==> src/rtl/seq_divider_if.sv <==
// Request/response bundle between the ALU and a sequential divider.
// The divider sits on the slave modport and the ALU on the master modport.
interface seq_divider_if #(
  parameter int WIDTH = 32
);
  logic [WIDTH-1:0]   s_axis_dividend_tdata;
  logic               s_axis_dividend_tvalid;
  logic               s_axis_dividend_tready;
  logic [WIDTH-1:0]   s_axis_divisor_tdata;
  logic               s_axis_divisor_tvalid;
  logic               s_axis_divisor_tready;
  logic [2*WIDTH-1:0] m_axis_dout_tdata;
  logic               m_axis_dout_tvalid;

  modport slave (
    input  s_axis_dividend_tdata,
    input  s_axis_dividend_tvalid,
    output s_axis_dividend_tready,
    input  s_axis_divisor_tdata,
    input  s_axis_divisor_tvalid,
    output s_axis_divisor_tready,
    output m_axis_dout_tdata,
    output m_axis_dout_tvalid
  );

  modport master (
    output s_axis_dividend_tdata,
    output s_axis_dividend_tvalid,
    input  s_axis_dividend_tready,
    output s_axis_divisor_tdata,
    output s_axis_divisor_tvalid,
    input  s_axis_divisor_tready,
    input  m_axis_dout_tdata,
    input  m_axis_dout_tvalid
  );
endinterface

==> src/rtl/seq_divider.sv <==
// Radix-2 restoring divider, one quotient bit per cycle, MSB first.
// Signed mode divides magnitudes and fixes signs on the final step.
module seq_divider #(
  parameter int WIDTH  = 32,
  parameter bit SIGNED = 1'b1
) (
  input  logic          clk,
  input  logic          reset,
  seq_divider_if.slave  bus
);

  localparam int CW = (WIDTH > 1) ? $clog2(WIDTH) : 1;

  typedef enum logic [1:0] {
    IDLE = 2'd0,
    CALC = 2'd1,
    DONE = 2'd2
  } state_t;

  state_t             state_reg;
  logic [CW-1:0]      count_reg;
  logic [WIDTH-1:0]   quo_reg;
  logic [WIDTH-1:0]   rem_reg;
  logic [WIDTH-1:0]   dvs_reg;
  logic [WIDTH-1:0]   dividend_reg;
  logic               q_neg_reg;
  logic               r_neg_reg;
  logic               dvs_zero_reg;
  logic               ready_reg;
  logic               valid_reg;
  logic [2*WIDTH-1:0] dout_reg;

  // Operand magnitudes; the most negative value maps to 2^(WIDTH-1) unsigned.
  logic               a_neg;
  logic               b_neg;
  logic [WIDTH-1:0]   a_mag;
  logic [WIDTH-1:0]   b_mag;
  logic               accept;

  assign a_neg  = SIGNED && bus.s_axis_dividend_tdata[WIDTH-1];
  assign b_neg  = SIGNED && bus.s_axis_divisor_tdata[WIDTH-1];
  assign a_mag  = a_neg ? -bus.s_axis_dividend_tdata : bus.s_axis_dividend_tdata;
  assign b_mag  = b_neg ? -bus.s_axis_divisor_tdata  : bus.s_axis_divisor_tdata;
  assign accept = ready_reg && bus.s_axis_dividend_tvalid && bus.s_axis_divisor_tvalid;

  // One restoring step: quo_reg shifts the dividend out while quotient bits shift in.
  logic [WIDTH:0]     shifted;
  logic [WIDTH:0]     trial;
  logic               step_ok;
  logic [WIDTH-1:0]   rem_next;
  logic [WIDTH-1:0]   quo_next;
  logic [WIDTH-1:0]   q_fix;
  logic [WIDTH-1:0]   r_fix;
  logic [2*WIDTH-1:0] result_next;

  assign shifted  = {rem_reg, quo_reg[WIDTH-1]};
  assign trial    = shifted - {1'b0, dvs_reg};
  assign step_ok  = ~trial[WIDTH];
  assign rem_next = step_ok ? trial[WIDTH-1:0] : shifted[WIDTH-1:0];
  assign quo_next = {quo_reg[WIDTH-2:0], step_ok};

  assign q_fix = q_neg_reg ? -quo_next : quo_next;
  assign r_fix = r_neg_reg ? -rem_next : rem_next;

  // A zero divisor bypasses the sign fix-up so the quotient stays all ones.
  assign result_next = dvs_zero_reg ? {{WIDTH{1'b1}}, dividend_reg} : {q_fix, r_fix};

  always_ff @(posedge clk) begin
    if (reset) begin
      state_reg    <= IDLE;
      count_reg    <= '0;
      quo_reg      <= '0;
      rem_reg      <= '0;
      dvs_reg      <= '0;
      dividend_reg <= '0;
      q_neg_reg    <= 1'b0;
      r_neg_reg    <= 1'b0;
      dvs_zero_reg <= 1'b0;
      ready_reg    <= 1'b1;
      valid_reg    <= 1'b0;
      dout_reg     <= '0;
    end else begin
      case (state_reg)
        IDLE: begin
          if (accept) begin
            quo_reg      <= a_mag;
            rem_reg      <= '0;
            dvs_reg      <= b_mag;
            dividend_reg <= bus.s_axis_dividend_tdata;
            q_neg_reg    <= a_neg ^ b_neg;
            r_neg_reg    <= a_neg;
            dvs_zero_reg <= (bus.s_axis_divisor_tdata == '0);
            count_reg    <= '0;
            ready_reg    <= 1'b0;
            state_reg    <= CALC;
          end
        end
        CALC: begin
          quo_reg   <= quo_next;
          rem_reg   <= rem_next;
          count_reg <= count_reg + 1'b1;
          if (count_reg == CW'(WIDTH - 1)) begin
            dout_reg  <= result_next;
            valid_reg <= 1'b1;
            state_reg <= DONE;
          end
        end
        DONE: begin
          valid_reg <= 1'b0;
          ready_reg <= 1'b1;
          state_reg <= IDLE;
        end
        default: begin
          valid_reg <= 1'b0;
          ready_reg <= 1'b1;
          state_reg <= IDLE;
        end
      endcase
    end
  end

  assign bus.s_axis_dividend_tready = ready_reg;
  assign bus.s_axis_divisor_tready  = ready_reg;
  assign bus.m_axis_dout_tdata      = dout_reg;
  assign bus.m_axis_dout_tvalid     = valid_reg;

endmodule
==> src/flat_wrapper.sv <==
// flat-port wrapper written by rule: the top's interface ports become plain ports
module seq_divider_flat 
#(
  parameter int WIDTH  = 32,
  parameter bit SIGNED = 1'b1
)
  (clk, reset, bus_s_axis_dividend_tdata, bus_s_axis_dividend_tvalid, bus_s_axis_dividend_tready, bus_s_axis_divisor_tdata, bus_s_axis_divisor_tvalid, bus_s_axis_divisor_tready, bus_m_axis_dout_tdata, bus_m_axis_dout_tvalid);
  seq_divider_if #(.WIDTH(WIDTH)) bus_i ();
  input  logic clk;
  input  logic reset;
  input wire logic [$bits(bus_i.s_axis_dividend_tdata)-1:0] bus_s_axis_dividend_tdata;
  input wire logic [$bits(bus_i.s_axis_dividend_tvalid)-1:0] bus_s_axis_dividend_tvalid;
  output wire logic [$bits(bus_i.s_axis_dividend_tready)-1:0] bus_s_axis_dividend_tready;
  input wire logic [$bits(bus_i.s_axis_divisor_tdata)-1:0] bus_s_axis_divisor_tdata;
  input wire logic [$bits(bus_i.s_axis_divisor_tvalid)-1:0] bus_s_axis_divisor_tvalid;
  output wire logic [$bits(bus_i.s_axis_divisor_tready)-1:0] bus_s_axis_divisor_tready;
  output wire logic [$bits(bus_i.m_axis_dout_tdata)-1:0] bus_m_axis_dout_tdata;
  output wire logic [$bits(bus_i.m_axis_dout_tvalid)-1:0] bus_m_axis_dout_tvalid;
  assign bus_i.s_axis_dividend_tdata = bus_s_axis_dividend_tdata;
  assign bus_i.s_axis_dividend_tvalid = bus_s_axis_dividend_tvalid;
  assign bus_s_axis_dividend_tready = bus_i.s_axis_dividend_tready;
  assign bus_i.s_axis_divisor_tdata = bus_s_axis_divisor_tdata;
  assign bus_i.s_axis_divisor_tvalid = bus_s_axis_divisor_tvalid;
  assign bus_s_axis_divisor_tready = bus_i.s_axis_divisor_tready;
  assign bus_m_axis_dout_tdata = bus_i.m_axis_dout_tdata;
  assign bus_m_axis_dout_tvalid = bus_i.m_axis_dout_tvalid;
  seq_divider #(.WIDTH(WIDTH), .SIGNED(SIGNED)) u_core (.clk(clk), .reset(reset), .bus(bus_i));
endmodule
==> config.mk <==
export PLATFORM = sky130hd
export DESIGN_NAME = seq_divider_flat
export DESIGN_NICKNAME = d
export VERILOG_FILES = /design/src/rtl/seq_divider_if.sv /design/src/rtl/seq_divider.sv /design/src/flat_wrapper.sv
export SDC_FILE = /design/constraint.sdc
export NUM_CORES = 1
export LEC_CHECK = 0
export BUFFER_PORTS_ARGS = -buffer_cell sky130_fd_sc_hd__clkbuf_2
export CELL_PAD_IN_SITES_DETAIL_PLACEMENT = 1
export CELL_PAD_IN_SITES_GLOBAL_PLACEMENT = 1
export CORE_MARGIN = 1.5
export CORE_UTILIZATION = 48
export DETAILED_ROUTE_END_ITERATION = 7
export GPL_ROUTABILITY_DRIVEN = 0
export HOLD_SLACK_MARGIN = 0.08
export PLACE_DENSITY = 0.87
export SYNTH_ARGS = -nofsm -noshare
export SYNTH_HDL_FRONTEND = slang
export SYNTH_SLANG_ARGS = --single-unit
export TNS_END_PERCENT = 30
==> constraint.sdc <==
create_clock -name clk -period 9.1 [get_ports clk]
set_input_delay 0.91 -clock clk [delete_from_list [all_inputs] [get_ports clk]]
set_output_delay 0.91 -clock clk [all_outputs]
set_load 0.01 [all_outputs]
Yosys cells after proc, flatten, opt, wreduce, memory -nomap -nowiden. Index checks and enable logic that the tools add are counted.

Register bits after elaboration: 204. Bits of input ports: 68. Output and inout bits: 67. Word-level logic and storage cells: 56.

Add/sub/neg operators: 6. Equal/unequal tests: 4. Mux-type cells: 19. Bitwise gates (word level): 4. Reductions and logical operators: 11.

Operator list (count): two-way mux 32 bit (7); negation 32 bit (4); case mux 32 bit (2 select lines) (2); two-way mux 64 bit (1); subtractor 33 x 32 -> 33 bit (1); zero test 32 bit (1); AND reduction 2 bit (6); case mux 5 bit (2 select lines) (1); adder 5 x 1 -> 5 bit, second input constant (1); equality test 5 bit, second input constant (1); two-way mux 5 bit (1); two-way mux 2 bit (2); != test 2 x 1 -> 1 bit, second input constant (2); case mux 1 bit (2 select lines) (2); case mux 2 bit (2 select lines) (1); NOT 1 bit (3); equality test 2 x 1 -> 1 bit, second input constant (1); logical AND 1 bit (2); zero test 2 bit (1); two-way mux 1 bit (2); nonzero test 2 bit (1); XOR 1 bit (1).

Logic depth before layout (Yosys ltp).
Depth in word-level cells: 5. Depth in mapped cells: 24. Mapped depth without buffers: 21.

Worst setup path before layout. OpenSTA, ideal clock, no wires.

Kind: reg-to-reg. Start: reg u_core.quo_reg[31]. End: reg u_core.dout_reg[30], in the netlist u_core.bus.m_axis_dout_tdata[30]. Setup time: 0.086 ns. Data arrival time: 5.059 ns. Data required time: 9.014 ns. Slack: 3.956 ns. Cell stages (with the launch flop): 25. Path buffers: 3. Clock period less this slack: 5.144 ns. Cells stage by stage: dfxtp_1 inv_1 ha_1 fa_1 nor2b_1 o31ai_1 a21oi_1 o21a_1 o211ai_1 o21ai_1 nor2_2 inv_1 clkbuf_1 buf_2 buf_2 nor2_1 a21oi_1 ha_1 nand3_1 or4_1 o32ai_1 o2111ai_1 o31ai_1 xnor2_1 a211oi_1.

Cells in the longest elaborated chain, start to end: 5.

RTL lines: from (decl) (RTL line seq_divider.sv:22) `logic [WIDTH-1:0] quo_reg;`; from (signal assigned) (RTL line seq_divider.sv:86) `quo_reg <= a_mag;`; from (signal assigned) (RTL line seq_divider.sv:99) `quo_reg <= quo_next;`; subtractor 33 x 32 -> 33 bit (RTL line seq_divider.sv:57) `assign trial = shifted - {1'b0, dvs_reg};`; two-way mux 32 bit (*) (RTL line seq_divider.sv:59) `assign rem_next = step_ok ? trial[WIDTH-1:0] : shifted[WIDTH-1:0];`; negation 32 bit (RTL line seq_divider.sv:63) `assign r_fix = r_neg_reg ? -rem_next : rem_next;`; two-way mux 32 bit (*) (RTL line seq_divider.sv:63); two-way mux 64 bit (*) (RTL line seq_divider.sv:66) `assign result_next = dvs_zero_reg ? {{WIDTH{1'b1}}, dividend_reg} : {q_fix, r_fix};`; to (signal assigned) (RTL line seq_divider.sv:103) `dout_reg <= result_next;`; to (decl) (RTL line seq_divider.sv:31) `logic [2*WIDTH-1:0] dout_reg;`.

Every way passes the cells marked *; elsewhere a longest branch is shown, timed or not. A chain may end at the register's enable or synchronous reset.

Worst setup path in the final report.
Start: reg u_core.quo_reg[31]. End: reg u_core.dout_reg[26], in the netlist u_core.bus.m_axis_dout_tdata[26].

The elaborated chain is that of the path after synthesis.

==> impl_metrics.json <==
{
  "multi_input_area_um2": 8180,
  "htree_num_levels": 1,
  "drv_cap": 0,
  "die_w_um": 167,
  "ir_drop_mv": 0.184,
  "num_rows": 59,
  "async_reset_ff_share_pct": 0,
  "grt_setup_unrepaired": "false",
  "syn_nets": 1803,
  "outcome": "finished, violations left",
  "wl_met1_um": 20500,
  "ys_ff_latch": 203,
  "crit_arrival_ns": 6.37,
  "dr.first_iter.drc_count": 1281,
  "n_antenna_cell": 0,
  "end_kind": "flop",
  "io_buffers": 134,
  "ys.flop_type": "dfxtp_1",
  "holdPathStages": 2,
  "area_growth_pct": 12.8,
  "dieArea_um2": 27800,
  "dp.final_hpwl_um": 33900,
  "drive_gt1_share_pct": 12.5,
  "post-cts-setup-buffers": 0,
  "dp.cells": 2062,
  "nFillCells": 3334,
  "cts.sinks": 203,
  "layout_common_cells": "nand2_1 (208), dfxtp_1 (203), nor2_1 (199), clkbuf_2 (133), a21oi_1 (125)",
  "die_h_um": 167,
  "numCtsBuffers": 24,
  "power_density_nw_per_um2": 288,
  "pwr-share-clk_pct": 25.5,
  "routed_wl_um": 47400,
  "clkTransAtPathRegs_ns": 0.06,
  "viasPerCell": 6.44,
  "largest_register_ffs": 64,
  "critical_path_required_ns": 9.49,
  "switching_share_pct": 44.7,
  "initial_core_util_pct": 49.1,
  "ioPinCount": 135,
  "max_slew.worst_pin.slew_ns": 1.31,
  "holdWs_ns": 0.456,
  "drc_errors": 9,
  "finalSetupViolCount": 0,
  "regArea_um2": 4060,
  "power.internal_mw": 2.32,
  "finalCritPeriodShare_pct": 65.7,
  "clockBufferDepth": 3,
  "track_usage_pct": 33.4,
  "power_mw": 4.18,
  "failed_checks": "design-rule violations",
  "top_layer": "met4",
  "finClkSkew_ns": 0.0169,
  "max_slew_margin_pct": 12.3,
  "vias": 13600,
  "antenna_found_initial": 0,
  "final_common_cell": "nand2_1",
  "reg2regPathDepth": 23,
  "avgSynthCellArea_um2": 7.59,
  "cts_root_buffer": "clkbuf_16",
  "fmax_ghz": 0.167,
  "stdcell_count": 2106,
  "ant_nets": 0,
  "comb_power_share_pct": 50.7,
  "synth_warnings": 0,
  "route.met2.wl_um": 21100,
  "yosysSeqAreaShare_pct": 31.6,
  "routedWlPerCell_um": 22.5,
  "synth.distinct_cells": 77,
  "synthCells": 1696,
  "cts_tree": "built",
  "critPathMaxFanout": 41,
  "power_frac_seq_pct": 23.8,
  "hold_path.class": "flop to flop",
  "grt_pass1_wl_um": 74500,
  "start_kind": "flop",
  "coreArea_um2": 26200,
  "crit_type": "flop to flop",
  "leakage_nw": 5.56,
  "finalSetupTns_ns": 0,
  "grt_overflow": 0,
  "p_switching_mw": 1.87,
  "nets": 1860,
  "finalCriticalPeriod_ns": 5.98,
  "synth_area_um2": 12900,
  "grt_max_degree": 129,
  "grt_pass1_vias": 13500,
  "hold_buffers": 0,
  "final-hold-violation-count": 0,
  "drt_pass1_iterations": 8,
  "clock_latency_ns": 0.54,
  "fin_util_pct": 55.4,
  "maxSlewViolCount": 0,
  "cts-resized-gates": 0,
  "wl_met3_um": 4230,
  "synth_edf_count": 0
}
[worst max-delay path: stages (launching register included)]
cell      delay [ns]
dfxtp_1         0.38
inv_1           0.06
ha_1            0.21
fa_1            0.43
nor2b_1         0.24
o31ai_1         0.17
a21oi_1         0.27
o21a_1          0.34
o211ai_1        0.19
o21ai_1         0.17
buf_4           0.24
nor2_4          0.06
inv_1           0.23
buf_4           0.46
nor2_1          0.08
a21oi_1         0.24
ha_1            0.36
nand3_1         0.11
or4_1           0.47
o32ai_1         0.34
nand2b_1        0.19
nor3_1          0.26
mux2i_1         0.23
a21oi_1         0.09
[power groups by stage]
stage	logic, mW	registers (mW)	clock network, mW
finish	2.12	0.995	1.07
global placement	1.99	1.01	0
detailed placement	2.04	1.01	0
global route	2.28	1.00	1.12
CTS	2.07	0.992	1.08
floorplan	1.49	0.984	0
[logic make-up (layout without fill, tap and decap cells)]
family	count (synthesis)	after routing	share of synthesized area, %
AOI/OAI and AO/OA	501	501	25.6
xor gates and xnor gates	128	128	8.71
adders and majority gates	39	39	3.85
buffers and inverters	169	244	5.01
DFF	203	203	31.6
muxes	36	36	2.85
and+or+nand+nor	620	620	22.4
[final cells by class]
cell class	instances	area share, %
multi-input combinational	1324	56.3
clock inverter	14	1.49
tap	335	2.89
inverter	50	1.29
clock buffer	30	4.50
sequential	203	28.0
timing repair buffer	150	5.49
[cells in the mapped netlist, types with 16 or more instances]
library cell / number / share of area, %
xnor2_1: 65 / 4.4
dfxtp_1: 203 / 32
inv_1: 49 / 1.4
nor2_1: 201 / 5.9
clkbuf_1: 102 / 3.0
a21oi_1: 125 / 4.9
or3_1: 31 / 1.5
nand2_1: 208 / 6.1
nand3_1: 26 / 1.0
nor3_1: 35 / 1.4
mux2i_1: 31 / 2.4
o31ai_1: 35 / 2.0
xor2_1: 63 / 4.3
o21ai_0: 75 / 2.9
a31oi_1: 44 / 2.1
a21o_1: 16 / 0.93
a211oi_1: 63 / 3.7
or4_1: 24 / 1.4
a22oi_1: 27 / 1.6
ha_1: 38 / 3.7
[per-stage QoR]
stage	setup slack (ns)	instance area, µm²
after floorplan	3.96	12900
after global placement	3.70	13600
after detailed placement	3.40	13600
after CTS	3.32	14500
after global routing	2.67	14500
final	3.12	14500
[routing by layer]
layer	global-route usage (%)	up-vias
li1	-	6255
met1	44.1	6623
met4	11.5	0
met2	53.2	570
met3	8.22	117
met5	0	-
[worst paths after layout]
path / startpoint / endpoint / slack (ns)
setup / recovery: u_core.quo_reg[31] / u_core.bus.m_axis_dout_tdata[26] / 3.12
hold / removal: u_core.dividend_reg[28] / u_core.dividend_reg[28] / 0.46
setup reg to reg: u_core.quo_reg[31] / u_core.bus.m_axis_dout_tdata[26] / 3.12
hold reg to reg: u_core.dividend_reg[28] / u_core.dividend_reg[28] / 0.46
Power figures use the tool's default switching activity.
